==> src/rtl/prio_encod_pkg.sv <==
// Shared types, constants and helpers for the pipelined priority encoder.
//   mode_e          : arbitration mode carried with each input transfer
//   GRANT_CNT_W     : width of the optional grant counter
//   onehot_of(idx)  : one-hot expansion, ONEHOT_MAX_W wide; callers slice to N
package prio_encod_pkg;

  typedef enum logic {
    MODE_FIXED = 1'b0,
    MODE_RR    = 1'b1
  } mode_e;

  localparam int GRANT_CNT_W  = 16;
  localparam int ONEHOT_MAX_W = 1024;

  function automatic logic [ONEHOT_MAX_W-1:0] onehot_of(input int unsigned idx);
    logic [ONEHOT_MAX_W-1:0] r;
    r      = '0;
    r[idx] = 1'b1;
    return r;
  endfunction

endpackage

==> src/rtl/prio_encod_pipe_find_hi.sv <==
// prio_find_hi: combinational highest-set-bit search.
//   vec   [N-1:0]  : candidate bits
//   idx   [IW-1:0] : index of the highest set bit (0 when none)
//   found          : any bit of vec set
module prio_find_hi #(
  parameter int N  = 8,
  parameter int IW = $clog2(N)
) (
  input  logic [N-1:0]  vec,
  output logic [IW-1:0] idx,
  output logic          found
);

  // Ascending scan: the last hit overwrites, so the highest index wins.
  always_comb begin
    idx   = '0;
    found = 1'b0;
    for (int i = 0; i < N; i++) begin
      if (vec[i]) begin
        idx   = IW'(i);
        found = 1'b1;
      end
    end
  end

endmodule

==> src/rtl/prio_encod_pipe.sv <==
// prio_encod_pipe: registered priority encoder with valid/ready handshake,
// fixed (highest index wins) and round-robin arbitration.
//   clk, rst_n            : clock, async active-low reset
//   in_valid/in_ready     : input handshake; req + mode sampled on transfer
//   out_valid/out_ready   : output handshake; one-entry result register
//   out_idx/out_onehot    : winning index and its one-hot form
//   out_any               : req was non-zero at the transfer
//   grant_cnt             : saturating count of non-zero transfers
//                           (only with PRIO_ENCOD_PIPE_GRANT_CNT_EN defined)
module prio_encod_pipe
  import prio_encod_pkg::*;
#(
  parameter int N  = 8,
  parameter int IW = $clog2(N)
) (
  input  logic                   clk,
  input  logic                   rst_n,
  input  logic                   in_valid,
  output logic                   in_ready,
  input  logic [N-1:0]           req,
  input  logic                   mode,
  output logic                   out_valid,
  input  logic                   out_ready,
  output logic [IW-1:0]          out_idx,
  output logic [N-1:0]           out_onehot,
`ifdef PRIO_ENCOD_PIPE_GRANT_CNT_EN
  output logic [GRANT_CNT_W-1:0] grant_cnt,
`endif
  output logic                   out_any
);

  logic          out_valid_q, out_valid_d;
  logic [IW-1:0] out_idx_q, out_idx_d;
  logic [N-1:0]  out_onehot_q, out_onehot_d;
  logic          out_any_q, out_any_d;
  logic [IW-1:0] rr_ptr_q, rr_ptr_d;

  logic          xfer;
  logic [N-1:0]  below_mask;
  logic [IW-1:0] hi_idx, msk_idx, win_idx;
  logic          hi_found, msk_found;
  logic [ONEHOT_MAX_W-1:0] oh_full;

  assign in_ready = !out_valid_q || out_ready;
  assign xfer     = in_valid && in_ready;

  // Bits strictly below rr_ptr: searching them first gives the order
  // rr_ptr-1 .. 0, then the unmasked search wraps to N-1 .. rr_ptr.
  always_comb begin
    below_mask = '0;
    for (int i = 0; i < N; i++) below_mask[i] = (IW'(i) < rr_ptr_q);
  end

  prio_find_hi #(.N(N), .IW(IW)) u_find_all (
    .vec(req), .idx(hi_idx), .found(hi_found)
  );

  prio_find_hi #(.N(N), .IW(IW)) u_find_msk (
    .vec(req & below_mask), .idx(msk_idx), .found(msk_found)
  );

  assign win_idx = (mode_e'(mode) == MODE_RR && msk_found) ? msk_idx : hi_idx;
  assign oh_full = onehot_of(win_idx);

  always_comb begin
    out_valid_d  = out_valid_q;
    out_idx_d    = out_idx_q;
    out_onehot_d = out_onehot_q;
    out_any_d    = out_any_q;
    rr_ptr_d     = rr_ptr_q;
    if (xfer) begin
      out_valid_d  = 1'b1;
      out_any_d    = hi_found;
      out_idx_d    = hi_found ? win_idx : '0;
      out_onehot_d = hi_found ? oh_full[N-1:0] : '0;
      if (mode_e'(mode) == MODE_RR && hi_found) rr_ptr_d = win_idx;
    end else if (out_ready) begin
      out_valid_d = 1'b0;
    end
  end

  always_ff @(posedge clk or negedge rst_n) begin
    if (!rst_n) begin
      out_valid_q  <= 1'b0;
      out_idx_q    <= '0;
      out_onehot_q <= '0;
      out_any_q    <= 1'b0;
      rr_ptr_q     <= '0;
    end else begin
      out_valid_q  <= out_valid_d;
      out_idx_q    <= out_idx_d;
      out_onehot_q <= out_onehot_d;
      out_any_q    <= out_any_d;
      rr_ptr_q     <= rr_ptr_d;
    end
  end

  assign out_valid  = out_valid_q;
  assign out_idx    = out_idx_q;
  assign out_onehot = out_onehot_q;
  assign out_any    = out_any_q;

`ifdef PRIO_ENCOD_PIPE_GRANT_CNT_EN
  logic [GRANT_CNT_W-1:0] grant_cnt_q, grant_cnt_d;

  always_comb begin
    grant_cnt_d = grant_cnt_q;
    if (xfer && hi_found && grant_cnt_q != '1) grant_cnt_d = grant_cnt_q + 1'b1;
  end

  always_ff @(posedge clk or negedge rst_n) begin
    if (!rst_n) grant_cnt_q <= '0;
    else        grant_cnt_q <= grant_cnt_d;
  end

  assign grant_cnt = grant_cnt_q;
`endif

endmodule

==> config.mk <==
export PLATFORM = sky130hd
export DESIGN_NAME = prio_encod_pipe
export DESIGN_NICKNAME = d
export VERILOG_FILES = /design/src/rtl/prio_encod_pkg.sv /design/src/rtl/prio_encod_pipe_find_hi.sv /design/src/rtl/prio_encod_pipe.sv
export SDC_FILE = /design/constraint.sdc
export NUM_CORES = 1
export LEC_CHECK = 0
export CORE_MARGIN = 2
export CORE_UTILIZATION = 42
export DETAILED_ROUTE_END_ITERATION = 10
export GPL_ROUTABILITY_DRIVEN = 0
export PLACE_DENSITY = 0.74
export SLEW_MARGIN = 20
export SYNTH_ARGS = -nofsm -noshare
export SYNTH_HDL_FRONTEND = slang
export SYNTH_HIERARCHICAL = 1
export SYNTH_SLANG_ARGS = --single-unit
==> constraint.sdc <==
create_clock -name clk -period 1.72 [get_ports clk]
set_clock_uncertainty 0.1 [all_clocks]
set_input_delay 0.344 -clock clk [delete_from_list [all_inputs] [get_ports clk]]
set_output_delay 0.344 -clock clk [all_outputs]
set_load 0.01 [all_outputs]
==> flow_summary.yaml <==
outcome:
  violations: "negative setup slack"
  status: "finished with violations"
sta:
  tns_ns: -2.90
  timing.fmax_mhz: 505
  rsz0062_at_grt: "yes"
  fin_crit_ns: 1.98
  hold_viol: 0
  setup_ws_ns: -0.259
  setup-violations-final: 14
  timing.final.crit_share_pct: 115
  whs_ns: 0.263
  slew_violations: 0
global_route:
  grt-ovfl-total: 0
  grt_pass1_vias: 1068
  antenna_found_initial: 0
  grtUsageTotal_pct: 23.6
  grt_max_degree: 17
  grt_pass1_wl_um: 4820
setup_path:
  path_class: "reg2reg"
  setup.worst_path.start_class: "flip-flop"
  r2r_cells: 7
  cp_data_required_time_ns: 1.83
  r2r-start: "rr_ptr_q[1]$_DFFE_PN0P_"
  r2r_setup_slack_ns: -0.26
  endpoint_kind: "flip-flop"
  timing.rr.end: "out_onehot[5]$_DFFE_PN0P_"
  crit_fanout: 11
  worstPathArrival_ns: 2.08
cts:
  cts_buffer_depth: 2
  htree_levels: 1
  numClockSinks: 16
  clkTransAtPathRegs_ns: 0.09
  clkLatencyLatePin_ns: 0.29
  cts_buffers: 3
  cts_root_buf: "clkbuf_4"
  cts_tree: "built"
finish:
  post-route-util_pct: 74.3
  nets: 175
  areaGrowthSynthToFinish_pct: 67.0
  layout_commonest_cell: "buf_4"
  n_antenna_cell: 0
  layout_common_cells: "buf_4 (24), clkdlybuf4s50_1 (23), dfrtp_1 (13), o21ai_0 (9), nand2_1 (7)"
  drive_gt1_share_pct: 38.5
  fin_area_um2: 1640
  multi_input_area_um2: 664
  fill_cells: 164
  regArea_um2: 404
route:
  vias: 1100
  drt_iter0_markers: 52
  routed_wl_um: 3040
  drc: 0
  post_drt_wl_per_cell_um: 16.1
  vias_per_cell: 5.82
  firstDrtPassIters: 4
  antenna_left: 0
floorplanning:
  die_area_um2: 2750
  die_h_um: 52.4
  num_io_pins: 27
  num_rows: 17
  die_w_um: 52.4
  core-area_um2: 2210
  start_util_pct: 44.5
synthesis:
  synth_top_area_share_pct: 40.7
  synthMuxAreaShare_pct: 6.61
  synthAdderAreaFrac_pct: 0
  synth_compound_area_share_pct: 27.7
  synthCells: 106
  synth_top_family_by_area: "compound AO/OA/AOI/OAI gates"
  async_flop_share_pct: 100
  synthSimpleGateAreaFrac_pct: 18.8
  avgSynthCellArea_um2: 9.29
  synth_edf_count: 0
  synth.distinct_cells: 34
  synth_top_cell_by_area: "dfrtp_1"
  yosysSeqAreaShare_pct: 40.7
  synth-main-ff-cell: "dfrtp_1"
  ys_top_cells_by_area: "dfrtp_1 (41%), o31ai_1 (7.6%), o21ai_0 (5.6%), o2bb2ai_1 (3.6%), mux2_2 (3.4%)"
  synth-seq-cells: 16
  synth_xor_area_share_pct: 0
  ys_warn_count: 6
  synth_area_um2: 985
pwr:
  p_leak_nw: 0.712
  cellPowerDensity_nw_per_um2: 971
  vdd_ir_drop_max_mv: 0.717
placement:
  post-dp-hpwl_um: 2130
  place_area_um2: 1450
  port_buffers: 26
flow_run:
  drv_cap: 0
hold_path:
  hold_path.class: "in2async"
-- cell usage after synthesis, types with 2 or more instances --
cell type / instances
clkinv_1: 2
mux2i_1: 2
mux2_2: 3
buf_6: 2
nand4_1: 3
o31a_1: 2
o31ai_1: 10
o211ai_1: 2
a31oi_1: 2
o21ai_0: 11
a21oi_1: 5
and4_1: 3
nand3_1: 2
inv_1: 5
nor2_1: 8
dfrtp_1: 16
nand2_1: 8
o2bb2ai_1: 4
-- worst max-delay path by stage --
stage,start,to,slack (ns)
after global placement,req[4],out_onehot[5]$_DFFE_PN0P_,-0.48
after floorplan,rr_ptr_q[1]$_DFFE_PN0P_,rr_ptr_q[1]$_DFFE_PN0P_,-0.15
after CTS,rr_ptr_q[2]$_DFFE_PN0P_,out_onehot[4]$_DFFE_PN0P_,-0.27
after global routing,rr_ptr_q[2]$_DFFE_PN0P_,out_onehot[4]$_DFFE_PN0P_,-0.33
final,rr_ptr_q[1]$_DFFE_PN0P_,out_onehot[5]$_DFFE_PN0P_,-0.26
after detailed placement,req[6],out_onehot[3]$_DFFE_PN0P_,-0.60
-- per-stage QoR --
stage / std cells / worst slack [ns] / power, mW
after global routing: 189 / -0.331 / 1.68
final: 189 / -0.259 / 1.60
after floorplan: 107 / -0.153 / 0.857
after detailed placement: 182 / -0.599 / 1.18
after global placement: 182 / -0.485 / 1.15
after CTS: 189 / -0.272 / 1.52
-- cell families (layout without fill, tap and decap cells) --
family	count (synthesis)	in the layout
and+or+nand+nor	32	32
other	1	2
muxes	6	6
DFF	16	16
AOI/OAI and AO/OA	40	40
buffers and inverters	11	65
-- timing repair --
action,in CTS,in global routing
hold endpoints to repair,0,0
pin swaps,8,4
hold buffers,0,0
gates resized for setup,20,17
endpoints found under the setup margin,15,15
setup buffers,3,0
cloned,0,0
-- critical path, cell delays in order (launching register included) --
cell and delay (ns):
dfrtp_2 0.47, o211a_1 0.28, nor2_2 0.12, nand4_1 0.12
buf_6 0.16, and2_4 0.14, o31a_1 0.27, o31ai_2 0.23
-- report_power, final --
| group | switching, mW | internal [mW] |
|---|---|---|
| Clock | 0.121 | 0.129 |
| Combinational | 0.378 | 0.416 |
| Sequential | 0.0908 | 0.462 |
| Total | 0.589 | 1.01 |
-- sequential cells by signal, summed over array words and instances, names as in the netlist --
name	count
out_any	1
out_idx	3
out_onehot	8
out_valid	1
rr_ptr_q	3
-- area by class of cell --
| class | instances | area share (%) |
|---|---|---|
| multi-input combinational | 80 | 40.4 |
| timing repair buffer | 53 | 28.8 |
| inverter | 8 | 1.83 |
| sequential | 16 | 24.6 |
| clock buffer | 4 | 2.21 |
| tap | 28 | 2.13 |
-- layer usage --
layer  GRT usage (%)  vias up  share of wire (%)
met5               0        -                  0
met4            7.26        0                3.1
met3           0.286       17                5.2
met2            45.4       55                 54
met1            28.2      521                 38
li1                -      507                  -
Note: power is estimated with default switching activity, not from simulation.
